## config.mk

```make
export PLATFORM = sky130hd
export DESIGN_NAME = instr_fetch_queue
export DESIGN_NICKNAME = d
export VERILOG_FILES = /design/src/rtl/instr_fetch_queue.sv
export SDC_FILE = /design/constraint.sdc
export NUM_CORES = 1
export LEC_CHECK = 0
export BUFFER_PORTS_ARGS = -buffer_cell sky130_fd_sc_hd__buf_2
export CAP_MARGIN = 30
export CORE_MARGIN = 4
export CORE_UTILIZATION = 54
export CTS_BUF_LIST = sky130_fd_sc_hd__clkbuf_16
export DETAILED_ROUTE_END_ITERATION = 8
export GPL_ROUTABILITY_DRIVEN = 0
export HOLD_SLACK_MARGIN = 0.06
export PLACE_DENSITY = 0.78
export SETUP_SLACK_MARGIN = 0.5
export SKIP_LAST_GASP = 1
export SLEW_MARGIN = 0
export SYNTH_ARGS = -nofsm -noshare
export SYNTH_HDL_FRONTEND = slang
export SYNTH_SLANG_ARGS = --single-unit
```

## constraint.sdc

```tcl
create_clock -name clk -period 3.9 [get_ports clk]
set_input_delay 0.78 -clock clk [delete_from_list [all_inputs] [get_ports clk]]
set_output_delay 0.78 -clock clk [all_outputs]
set_load 0.01 [all_outputs]
```

## src/rtl/instr_fetch_queue.sv

```systemverilog
// instr_fetch_queue
//   Instruction fetch front-end. A program counter drives one outstanding
//   read at a time to instruction memory (req/ack). Returned words are
//   buffered in a show-ahead prefetch FIFO and popped by the core with
//   read_fifo. A taken branch flushes the FIFO and any in-flight fetch,
//   then fetching restarts at branch_address.
//
// Ports
//   clk, resetn          clock, synchronous active-low reset
//   imem_req/imem_addr   fetch request, held with a stable address until ack
//   imem_ack/imem_rdata  one-cycle acknowledge with the fetched word
//   read_fifo            core pops the head entry
//   fifo_empty           no valid head entry
//   instruction_fetch    head entry, 0 (NOOP) when empty
//   branch_valid/_address taken-branch redirect
//   fifo_count           number of valid entries
//
// Optional build macro FETCH_STATS_EN adds stat_fetch_cnt (accepted pushes)
// and stat_discard_cnt (dropped acks), both 16-bit saturating counters.
module instr_fetch_queue #(
  parameter int unsigned         ADDR_W   = 11,
  parameter int unsigned         DATA_W   = 32,
  parameter int unsigned         DEPTH    = 8,
  parameter logic [ADDR_W-1:0]   RESET_PC = '0
) (
  input  logic                        clk,
  input  logic                        resetn,
  output logic                        imem_req,
  output logic [ADDR_W-1:0]           imem_addr,
  input  logic                        imem_ack,
  input  logic [DATA_W-1:0]           imem_rdata,
  input  logic                        read_fifo,
  output logic                        fifo_empty,
  output logic [DATA_W-1:0]           instruction_fetch,
  input  logic                        branch_valid,
  input  logic [ADDR_W-1:0]           branch_address,
  output logic [$clog2(DEPTH):0]      fifo_count
`ifdef FETCH_STATS_EN
  ,
  output logic [15:0]                 stat_fetch_cnt,
  output logic [15:0]                 stat_discard_cnt
`endif
);

  localparam int unsigned PW = $clog2(DEPTH);
  localparam int unsigned CW = PW + 1;

  typedef enum logic [1:0] {
    S_IDLE,
    S_WAIT,
    S_DISCARD
  } state_t;

  state_t              state;
  logic [ADDR_W-1:0]   pc;
  logic [DATA_W-1:0]   mem [DEPTH];
  logic [PW-1:0]       wr_ptr;
  logic [PW-1:0]       rd_ptr;
  logic [CW-1:0]       count;

  logic                push_ok;
  logic                pop_ok;
  logic                has_space;

  // Branch outranks both push and pop; a pop on an empty FIFO is ignored.
  always_comb begin
    pop_ok    = read_fifo && (count != '0) && !branch_valid;
    push_ok   = (state == S_WAIT) && imem_ack && !branch_valid;
    // A new request is only issued when its slot is guaranteed, so the
    // eventual push can never overflow.
    has_space = (count != CW'(DEPTH)) || pop_ok;
  end

  always_ff @(posedge clk) begin
    if (!resetn) begin
      state     <= S_IDLE;
      pc        <= RESET_PC;
      imem_req  <= 1'b0;
      imem_addr <= RESET_PC;
      wr_ptr    <= '0;
      rd_ptr    <= '0;
      count     <= '0;
    end else begin
      if (branch_valid) begin
        wr_ptr <= '0;
        rd_ptr <= '0;
        count  <= '0;
      end else begin
        if (push_ok) wr_ptr <= wr_ptr + PW'(1);
        if (pop_ok)  rd_ptr <= rd_ptr + PW'(1);
        case ({push_ok, pop_ok})
          2'b10:   count <= count + CW'(1);
          2'b01:   count <= count - CW'(1);
          default: ;
        endcase
      end

      case (state)
        S_IDLE: begin
          if (branch_valid) begin
            pc <= branch_address;
          end else if (has_space) begin
            imem_req  <= 1'b1;
            imem_addr <= pc;
            state     <= S_WAIT;
          end
        end
        S_WAIT: begin
          if (branch_valid) begin
            pc <= branch_address;
            if (imem_ack) begin
              imem_req <= 1'b0;
              state    <= S_IDLE;
            end else begin
              state <= S_DISCARD;
            end
          end else if (imem_ack) begin
            pc       <= pc + ADDR_W'(1);
            imem_req <= 1'b0;
            state    <= S_IDLE;
          end
        end
        S_DISCARD: begin
          // The stale request stays on the bus until memory answers it.
          if (branch_valid) pc <= branch_address;
          if (imem_ack) begin
            imem_req <= 1'b0;
            state    <= S_IDLE;
          end
        end
        default: begin
          imem_req <= 1'b0;
          state    <= S_IDLE;
        end
      endcase
    end
  end

  always_ff @(posedge clk) begin
    if (resetn && push_ok) mem[wr_ptr] <= imem_rdata;
  end

  always_comb begin
    fifo_empty        = (count == '0);
    fifo_count        = count;
    instruction_fetch = fifo_empty ? '0 : mem[rd_ptr];
  end

`ifdef FETCH_STATS_EN
  logic discard_ev;

  always_comb begin
    discard_ev = imem_ack &&
                 ((state == S_DISCARD) || ((state == S_WAIT) && branch_valid));
  end

  always_ff @(posedge clk) begin
    if (!resetn) begin
      stat_fetch_cnt   <= '0;
      stat_discard_cnt <= '0;
    end else begin
      if (push_ok && (stat_fetch_cnt != '1))
        stat_fetch_cnt <= stat_fetch_cnt + 16'd1;
      if (discard_ev && (stat_discard_cnt != '1))
        stat_discard_cnt <= stat_discard_cnt + 16'd1;
    end
  end
`endif

endmodule

```

==> reports/metrics.cfg, run 1 <==
[floorplan]
die_y_um = 155
fp.dieW_um = 155
io_pins = 97
initial_core_util_pct = 55.2
core_mm2 = 0.0212
rows = 53
dieArea_mm2 = 0.0241

[synthesis]
synthXorXnorAreaFrac_pct = 0.523
syn_nets = 711
synthMuxAreaShare_pct = 16.3
synthArstFlopShare_pct = 0
netlist-cell-type-count = 49
synthAdderAreaFrac_pct = 1.07
ys_seq_area_share_pct = 72.1
synth_compound_area_share_pct = 2.70
yosysWarnings = 0
postSynthAreaPerCell_um2 = 18.0
synthesis.area_mm2 = 0.0117
ys_ff_latch = 294
synthSimpleGateAreaFrac_pct = 5.71
synth_top_flop_cell = edfxtp_1
syn_inst = 653
synth-edff-count = 256
synth_top_family_by_area = multiplexers

[clock_tree]
hold_buffers = 0
htree_levels = 1
clockRootBuffer = clkbuf_16
cts_buffers = 28
clk_latency_ps = 540
cts_resized = 0
clk_transition_reported_paths_ps = 60
cts_sinks = 294
cts_buffer_depth = 3
post-cts-setup-buffer-count = 0
cts_tree = done

[setup_path]
cp-start-kind = register
reg2reg_from = state[1]$_SDFFE_PN0P_
r2r_cells = 9
rr_endpoint = fifo_count[3]$_SDFFE_PP0P_
r2r_slack_ps = 1260
cp.required_ps = 3120
cp_slowest_stage_delay_ps = 590
worst_setup_path_end_kind = output port
worst-path-max-fanout = 15
worst_path_max_delay_cell = mux4_2
critPathKind = reg -> out
cp.arrival_ps = 2480
worstPathCellList = buf_4 -> mux4_2 -> mux2i_1 -> nor2_1 -> buf_2

[final_layout]
fill_cells = 1427
final_cells = 1056
final_util_pct = 63.9
final_common_cell = edfxtp_1
mostFrequentLayoutCells = 256 x edfxtp_1, 96 x buf_2, 64 x mux4_2
layout-drive-gt1-share_pct = 29.3
diodes = 0
fin_nets = 820
area_growth_syn_to_layout_pct = 15.7

[global_route]
grt_pass1_vias = 6581
antenna_found_initial = 3
overflow = 0
grt_max_degree = 45
grt_pass1_wl_mm = 37.4
grt_use_total_pct = 19.9

[power]
power_density_mw_per_mm2 = 457
ir_worst_vdd_v = 0.000321
power.leakage_nw = 4.52

[timing]
max_freq_mhz = 307
layout_setup_ws_ps = 644
hold_violations = 0
skew_ps = 21.2
period_minus_slack_ps = 3260
slew_headroom_pct = 55.9
finalSetupViolations = 0
fin_tns_setup_ps = 0
worst_pin_slew_ps = 662
rsz0062_at_grt = false
period_share_pct = 83.5
slew_viol_final = 0

[detailed_routing]
drc = 0
num_vias = 6303
drt_iter0_markers = 439
vias_per_cell = 5.97
ant_nets = 0
dr.pass1.iters = 5
wl_per_cell_um = 22.6
wl_mm = 23.9

[place]
pre_cts_ws_ps = 1000
dpl.hpwl_mm = 14.2
portBuffers = 96
placedCellCount = 1006

[worst_hold_path]
min_from = imem_addr[6]$_SDFFE_PN0P_
min_path_type = reg -> reg
min_delay_path_depth = 2
whs_endpoint = imem_addr[6]$_SDFFE_PN0P_

[run]
maxCapViolCount = 0

[outcome]
status = finished, final reports clean

==> cell families (layout without fill, tap and decap cells) <==
family	after synthesis	in the layout
compound gates	48	48
xor+xnor	7	7
fa+ha+maj	10	10
buf+inv	43	171
flops	294	294
mux	111	111
simple gates	140	140
==> area by class of cell <==
class	count	area, um2	area share (%)
Sequential cell	294	8450	62.3
Multi-Input combinational cell	316	3160	23.3
Clock buffer	29	726	5.35
Timing Repair Buffer	112	701	5.17
Tap cell	275	344	2.54
Clock inverter	20	139	1.02
Inverter	10	37.5	0.277
==> critical path, delay by kind of cell (launching register included) <==
kind                   cells  cell delay, ps
multiplexers               2             750
flip-flops                 1             570
buffers and inverters      2             530
AND/OR/NAND/NOR            1              70
==> Yosys cell counts (6+ instances only) <==
library cell  number  share of area, %
nand2_1           38               1.2
edfxtp_1         256                66
nor2_1            53               1.7
mux2i_1           47               4.0
buf_2              9              0.38
ha_1              10               1.1
clkbuf_1          16              0.51
xor2_1             6              0.45
nor3_1            10              0.43
o21ai_0            6              0.26
mux4_2            64                12
nand3_1            7              0.30
a21oi_1           15              0.64
nand2b_1           7              0.37
dfxtp_1           38               6.5
inv_1              9              0.29
==> how the worst max path moves through the flow <==
stage | slack [ps] | cells after the start | to | start
2_1_floorplan | 620 | 5 | mem[6][0]$_DFFE_PP_ | branch_valid
3_3_place_gp | 1030 | 6 | mem[4][30]$_DFFE_PP_ | branch_valid
3_5_place_dp | 1000 | 6 | mem[4][30]$_DFFE_PP_ | branch_valid
4_1_cts | 590 | 5 | instruction_fetch[21] | register
5_1_grt | 490 | 5 | instruction_fetch[24] | register
6_report | 640 | 5 | instruction_fetch[24] | register
==> metal layers <==
layer  share of wire (%)  GRT usage, %  vias to the layer above  routed length, um
met1                  41          27.4                     3209               9800
met2                  51          33.9                      237              12200
met3                 6.1          3.25                       38               1450
met5                0.14             0                        -                 34
li1                    -             -                     2813                  -
met4                 1.6          4.79                        6                392
==> metrics by stage <==
step                      power (mW)  hold WS (ps)  area, um2
after global placement          3.72           451      12700
after CTS                       6.23           481      13500
after global routing            6.40           503      13600
after detailed placement        3.73           465      12700
final                           6.20           479      13600
after floorplan                 3.64           470      11700
==> where the power goes <==
group	switching, mW	total [mW]	internal (mW)	leakage, nW
Combinational	0.127	0.202	0.0752	1.45
Sequential	0.0273	3.47	3.44	2.61
Clock	1.06	2.53	1.46	0.456
Total	1.22	6.20	4.98	4.52
==> flip-flops by register name (all words and copies together) (netlist names), named ones only <==
register    count
fifo_count      4
imem_addr      11
imem_req        1
mem           256
pc             11
rd_ptr          3
state           2
wr_ptr          3
(Power assumes the default switching activity.)
==> inputs of run 2 (changes only) <==
--- a/config.mk
+++ b/config.mk
@@ -8,12 +8,12 @@
 export BUFFER_PORTS_ARGS = -buffer_cell sky130_fd_sc_hd__buf_2
 export CAP_MARGIN = 30
 export CORE_MARGIN = 4
-export CORE_UTILIZATION = 54
+export CORE_UTILIZATION = 55
 export CTS_BUF_LIST = sky130_fd_sc_hd__clkbuf_16
 export DETAILED_ROUTE_END_ITERATION = 8
 export GPL_ROUTABILITY_DRIVEN = 0
 export HOLD_SLACK_MARGIN = 0.06
-export PLACE_DENSITY = 0.78
+export PLACE_DENSITY = 0.76
 export SETUP_SLACK_MARGIN = 0.5
 export SKIP_LAST_GASP = 1
 export SLEW_MARGIN = 0
==> constraint.sdc (replaced) <==
create_clock -name clk -period 3.12 [get_ports clk]
set_input_delay 0.624 -clock clk [delete_from_list [all_inputs] [get_ports clk]]
set_output_delay 0.624 -clock clk [all_outputs]
set_load 0.01 [all_outputs]
==> run 2 against run 1 <==
Against the previous run: setup slack lost 320 ps; core utilization up 2.6 points; highest routed layer unchanged; final cell count up 2.4%; total power up 33%; clock skew down 7.2 ps; sequential cell count unchanged; clock power increased by 45%; die area down 1.7%; count of clock-buffer cells in the layout grew 2; sequential share of layout area is 1.8 points lower; via count grew 1.7%; largest power group unchanged.
==> reports/metrics.cfg, run 2 (same netlist as run 1, synthesis figures left out) <==
[power]
power.leakage_nw = 4.71
netSwitchingPower_mw = 1.66
ir_worst_vdd_v = 0.000367
clkPwrFrac_pct = 44.5
seq_power_share_pct = 52.4
switching_share_pct = 20.0
comb_power_share_pct = 3.1
p_int_mw = 6.61
power_density_mw_per_mm2 = 592

[timing]
period_minus_slack_ps = 2800
skew_ps = 14.0
hold_violations = 0
period_share_pct = 89.6
max_freq_mhz = 358
layout_setup_ws_ps = 324
holdWs_ps = 354
slew_headroom_pct = 57.8
fin_tns_setup_ps = 0
finalSetupViolations = 0
rsz0062_at_grt = true
worst_pin_slew_ps = 633
slew_viol_final = 0

[global_route]
grt_pass1_vias = 6724
overflow = 0
grt_use_total_pct = 20.6
grt_pass1_wl_mm = 38.3
grt_max_degree = 35
antenna_found_initial = 3

[final_layout]
reg.largest.list = mem x256, imem_addr x11, pc x11
fill_cells = 1362
area_growth_syn_to_layout_pct = 19.2
fin_nets = 840
diodes = 0
layout-drive-gt1-share_pct = 32.5
largest_register_ffs = 256
mostFrequentLayoutCells = 256 x edfxtp_1, 96 x buf_2, 64 x mux4_2
final_area_mm2 = 0.0140
final_common_cell = edfxtp_1
top_register = mem

[clock_tree]
clockRootBuffer = clkbuf_16
cts_buffers = 30
cts_sinks = 294
cts_tree = done
cts_buffer_depth = 3
clk_latency_ps = 550
htree_levels = 1
clk_transition_reported_paths_ps = 70

[setup_path]
worst_path_max_delay_cell = mux4_2
cp-start-kind = register
worst-path-max-fanout = 12
crit_family = multiplexers
reg2reg_from = fifo_count[2]$_SDFFE_PP0P_
cp.required_ps = 2500
cp_slowest_stage_delay_ps = 490
worst_setup_path_end_kind = output port
cp.arrival_ps = 2170
critPathKind = reg -> out
worstPathCellList = buf_12 -> buf_4 -> mux4_2 -> mux2i_1 -> nor2_1 -> buf_2
crit_buf_inv = 3

[place]
dpl.hpwl_mm = 13.9
dpl_cell_area_mm2 = 0.0127
portBuffers = 96
pre_cts_ws_ps = 559

[detailed_routing]
num_vias = 6408
drc = 0
drt_iter0_markers = 535
wl_per_cell_um = 22.3
wl_mm = 24.1
vias_per_cell = 5.93
dr.pass1.iters = 5
ant_nets = 0

[floorplan]
core_mm2 = 0.0210
fp.dieW_um = 154
die_y_um = 154
initial_core_util_pct = 55.8
rows = 53
dieArea_mm2 = 0.0237
io_pins = 97

[outcome]
status = finished, final reports clean

[worst_hold_path]
min_from = imem_rdata[29]
min_path_type = in -> reg

[run]
maxCapViolCount = 0

==> run 2: cell count changes in the layout (fill, tap and decap cells not counted), moves of 2 or more <==
cell	before	now
mux2i_1	47	43
buf_4	9	20
inv_1	19	11
mux2i_2	0	4
buf_16	1	3
clkbuf_16	30	32
clkinv_1	4	8
buf_12	5	9
bufinv_16	2	5
clkinv_2	3	6
clkinv_4	0	2
==> run 2: metrics by stage <==
stage               util, %  power (mW)  std cells
detailed placement     60.3        4.66       1012
finish                 66.5        8.27       1081
global route           66.5        8.53       1081
global placement       60.3        4.64       1012
CTS                    66.1        8.32       1074
floorplan                 -        4.55        653
==> run 2: layout make-up <==
class / count / area [um2] / area share, %
Clock buffer: 31 / 776 / 5.55
Clock inverter: 25 / 255 / 1.83
Inverter: 10 / 37.5 / 0.269
Multi-Input combinational cell: 316 / 3180 / 22.7
Sequential cell: 294 / 8460 / 60.5
Tap cell: 275 / 344 / 2.46
Timing Repair Buffer: 130 / 930 / 6.65
==> run 2: metal layers <==
metal,global-route usage (%),vias to the layer above,routed length (um)
met4,5.30,6,329
met1,27.5,3286,9640
li1,-,2860,-
met5,0,-,34
met2,35.7,222,12800
met3,3.32,34,1390
==> run 2: power by group through the flow <==
stage	Sequential (mW)	Combinational (mW)	Clock, mW
after floorplan	4.41	0.136	0
after global placement	4.41	0.233	0
after detailed placement	4.41	0.250	0
after CTS	4.33	0.255	3.73
after global routing	4.33	0.286	3.92
final	4.33	0.257	3.68
==> run 2: final timing paths <==
kind / endpoint / slack [ps] / cells past startpoint
worst max-delay path: instruction_fetch[31] / 320 / 6
worst min-delay path: mem[2][29]$_DFFE_PP_ / 350 / 1
worst max register to register: fifo_count[2]$_SDFFE_PP0P_ / 690 / 10
worst min register to register: imem_addr[8]$_SDFFE_PN0P_ / 460 / 2
==> run 2: what timing repair did <==
| action | CTS | global route |
|---|---|---|
| setup buffers | 4 | 6 |
| cloned | 2 | 1 |
| gates resized for setup | 11 | 4 |
| hold buffers | 0 | 0 |
| endpoints found under the setup margin | 32 | 33 |
| pin swaps | 1 | 6 |
==> inputs of run 3 (changes only) <==
--- a/config.mk
+++ b/config.mk
@@ -5,15 +5,15 @@
 export SDC_FILE = /design/constraint.sdc
 export NUM_CORES = 1
 export LEC_CHECK = 0
-export BUFFER_PORTS_ARGS = -buffer_cell sky130_fd_sc_hd__buf_2
+export BUFFER_PORTS_ARGS = -buffer_cell sky130_fd_sc_hd__buf_4
 export CAP_MARGIN = 30
 export CORE_MARGIN = 4
-export CORE_UTILIZATION = 55
+export CORE_UTILIZATION = 50
 export CTS_BUF_LIST = sky130_fd_sc_hd__clkbuf_16
 export DETAILED_ROUTE_END_ITERATION = 8
 export GPL_ROUTABILITY_DRIVEN = 0
 export HOLD_SLACK_MARGIN = 0.06
-export PLACE_DENSITY = 0.76
+export PLACE_DENSITY = 0.71
 export SETUP_SLACK_MARGIN = 0.5
 export SKIP_LAST_GASP = 1
 export SLEW_MARGIN = 0
==> run 3 against run 2 <==
Against the previous run: final cell count is 3.2% higher; worst hold slack worse by 47 ps; clock power is 6.8% lower; core utilization is 4.2 points lower; total power is 2.6% lower; first-iteration DRC count is 6.0% lower; die area is 9.5% higher; largest cell class unchanged; highest routed layer is now met4.
==> reports/metrics.cfg, run 3 (same netlist as run 1, synthesis figures left out) <==
[timing]
skew_ps = 24.5
layout_setup_ws_ps = 286
finalSetupViolations = 0
period_minus_slack_ps = 2830
slew_viol_final = 0
rsz0062_at_grt = true
fin_tns_setup_ps = 0
holdWs_ps = 307
max_freq_mhz = 353
hold_violations = 0
worst_pin_slew_ps = 693
period_share_pct = 90.8
slew_headroom_pct = 53.8

[place]
pre_cts_ws_ps = 525
portBuffers = 96
dpl.hpwl_mm = 14.6

[power]
netSwitchingPower_mw = 1.62
seq_power_share_pct = 53.8
ir_worst_vdd_v = 0.000446
switching_share_pct = 20.1
power.leakage_nw = 4.74
p_int_mw = 6.43
totalPowerFinal_mw = 8.05
power_density_mw_per_mm2 = 566
clkPwrFrac_pct = 42.7
comb_power_share_pct = 3.5

[floorplan]
rows = 55
core_mm2 = 0.0228
fp.dieW_um = 161
io_pins = 97
initial_core_util_pct = 51.3
die_y_um = 161
dieArea_mm2 = 0.0260

[setup_path]
worstPathCellList = buf_4 -> clkbuf_16 -> mux4_2 -> mux2i_1 -> nor2_1 -> buf_4
worst_setup_path_end_kind = output port
cp_slowest_stage_delay_ps = 510
cp-start-kind = register
cp.arrival_ps = 2210
worst_path_max_delay_cell = mux4_2
worst-path-max-fanout = 6
crit_family = multiplexers
crit_buf_inv = 3
cp.required_ps = 2500
critPathMostFrequentCell = buf_4
critPathKind = reg -> out

[final_layout]
reg.largest.list = mem x256, imem_addr x11, pc x11
area_growth_syn_to_layout_pct = 21.3
fin_nets = 841
top_register = mem
largest_register_ffs = 256
fill_cells = 1669
final_common_cell = edfxtp_1
mostFrequentLayoutCells = 256 x edfxtp_1, 116 x buf_4, 64 x mux4_2
diodes = 0
layout-drive-gt1-share_pct = 32.5

[global_route]
antenna_found_initial = 0
grt_pass1_vias = 6703
grt_max_degree = 35
grt_use_total_pct = 19.1
grt_pass1_wl_mm = 38.8
overflow = 0

[clock_tree]
clk_latency_ps = 550
clk_transition_reported_paths_ps = 60
cts_sinks = 294
cts_buffers = 29
htree_levels = 1
clockRootBuffer = clkbuf_16
cts_tree = done
cts_buffer_depth = 3

[outcome]
status = finished, final reports clean

[detailed_routing]
wl_per_cell_um = 22.3
num_vias = 6407
ant_nets = 0
drt_iter0_markers = 503
dr.pass1.iters = 7
drc = 0
vias_per_cell = 5.74
wl_mm = 24.9

[worst_hold_path]
min_path_type = in -> reg

[run]
maxCapViolCount = 0

-- run 3: changes by cell type in the layout (fill, tap and decap cells not counted), sizes merged --
cell	delta
bufinv	-1
clkinv	-5
buf	+1
inv	+3
clkbuf	-1
-- run 3: worst register-to-register path: stages, from the launching register on --
cell and delay (ps):
dfxtp_1 400, nor4_4 350, nand2b_4 200, nor2_1 60
ha_1 250, xor2_1 180, ha_1 210, a21oi_1 180
xor2_1 110, or3_1 310, a21oi_1 130
-- run 3: area by class of cell --
cell class	instances	area (um2)	area share, %
clock buffer	29	726	5.10
clock inverter	22	209	1.47
inverter	10	37.5	0.264
multi-input combinational	316	3190	22.4
sequential	294	8460	59.5
tap	313	392	2.75
timing repair buffer	132	1210	8.50
-- run 3: metrics by stage --
step                util, %  std cells  cell area [um2]
floorplan                 -        653            11800
global placement       57.0       1052            13000
detailed placement     57.0       1052            13000
CTS                    61.8       1110            14100
global route           62.2       1116            14200
finish                 62.2       1116            14200
-- run 3: worst paths after layout --
path | from | endpoint | slack, ps | cells past startpoint
max | register | instruction_fetch[0] | 290 | 6
min | imem_rdata[22] | mem[6][22]$_DFFE_PP_ | 310 | 1
max reg2reg | fifo_count[2]$_SDFFE_PP0P_ | fifo_count[2]$_SDFFE_PP0P_ | 690 | 10
min reg2reg | imem_addr[5]$_SDFFE_PN0P_ | imem_addr[5]$_SDFFE_PN0P_ | 470 | 2
-- run 3: power groups by stage --
stage	combinational (mW)	clock (mW)	sequential, mW
2_1_floorplan	0.136	0	4.41
3_3_place_gp	0.260	0	4.41
3_5_place_dp	0.276	0	4.41
4_1_cts	0.281	3.49	4.33
5_1_grt	0.314	3.67	4.33
6_report	0.284	3.43	4.33
-- run 3: layer usage --
metal / vias up / track usage (%) / share of wire [%]
li1: 2863 / - / -
met1: 3298 / 26.2 / 41
met2: 205 / 32.6 / 51
met3: 41 / 3.32 / 6.2
met4: 0 / 4.23 / 1.7
met5: - / 0 / 0
-- run 3: what timing repair did --
item                       CTS  global route
gates resized for setup      7             6
setup buffers                4             4
hold buffers                 0             0
cloned                       3             2
setup endpoints to repair   32            35
pin swaps                    0             3
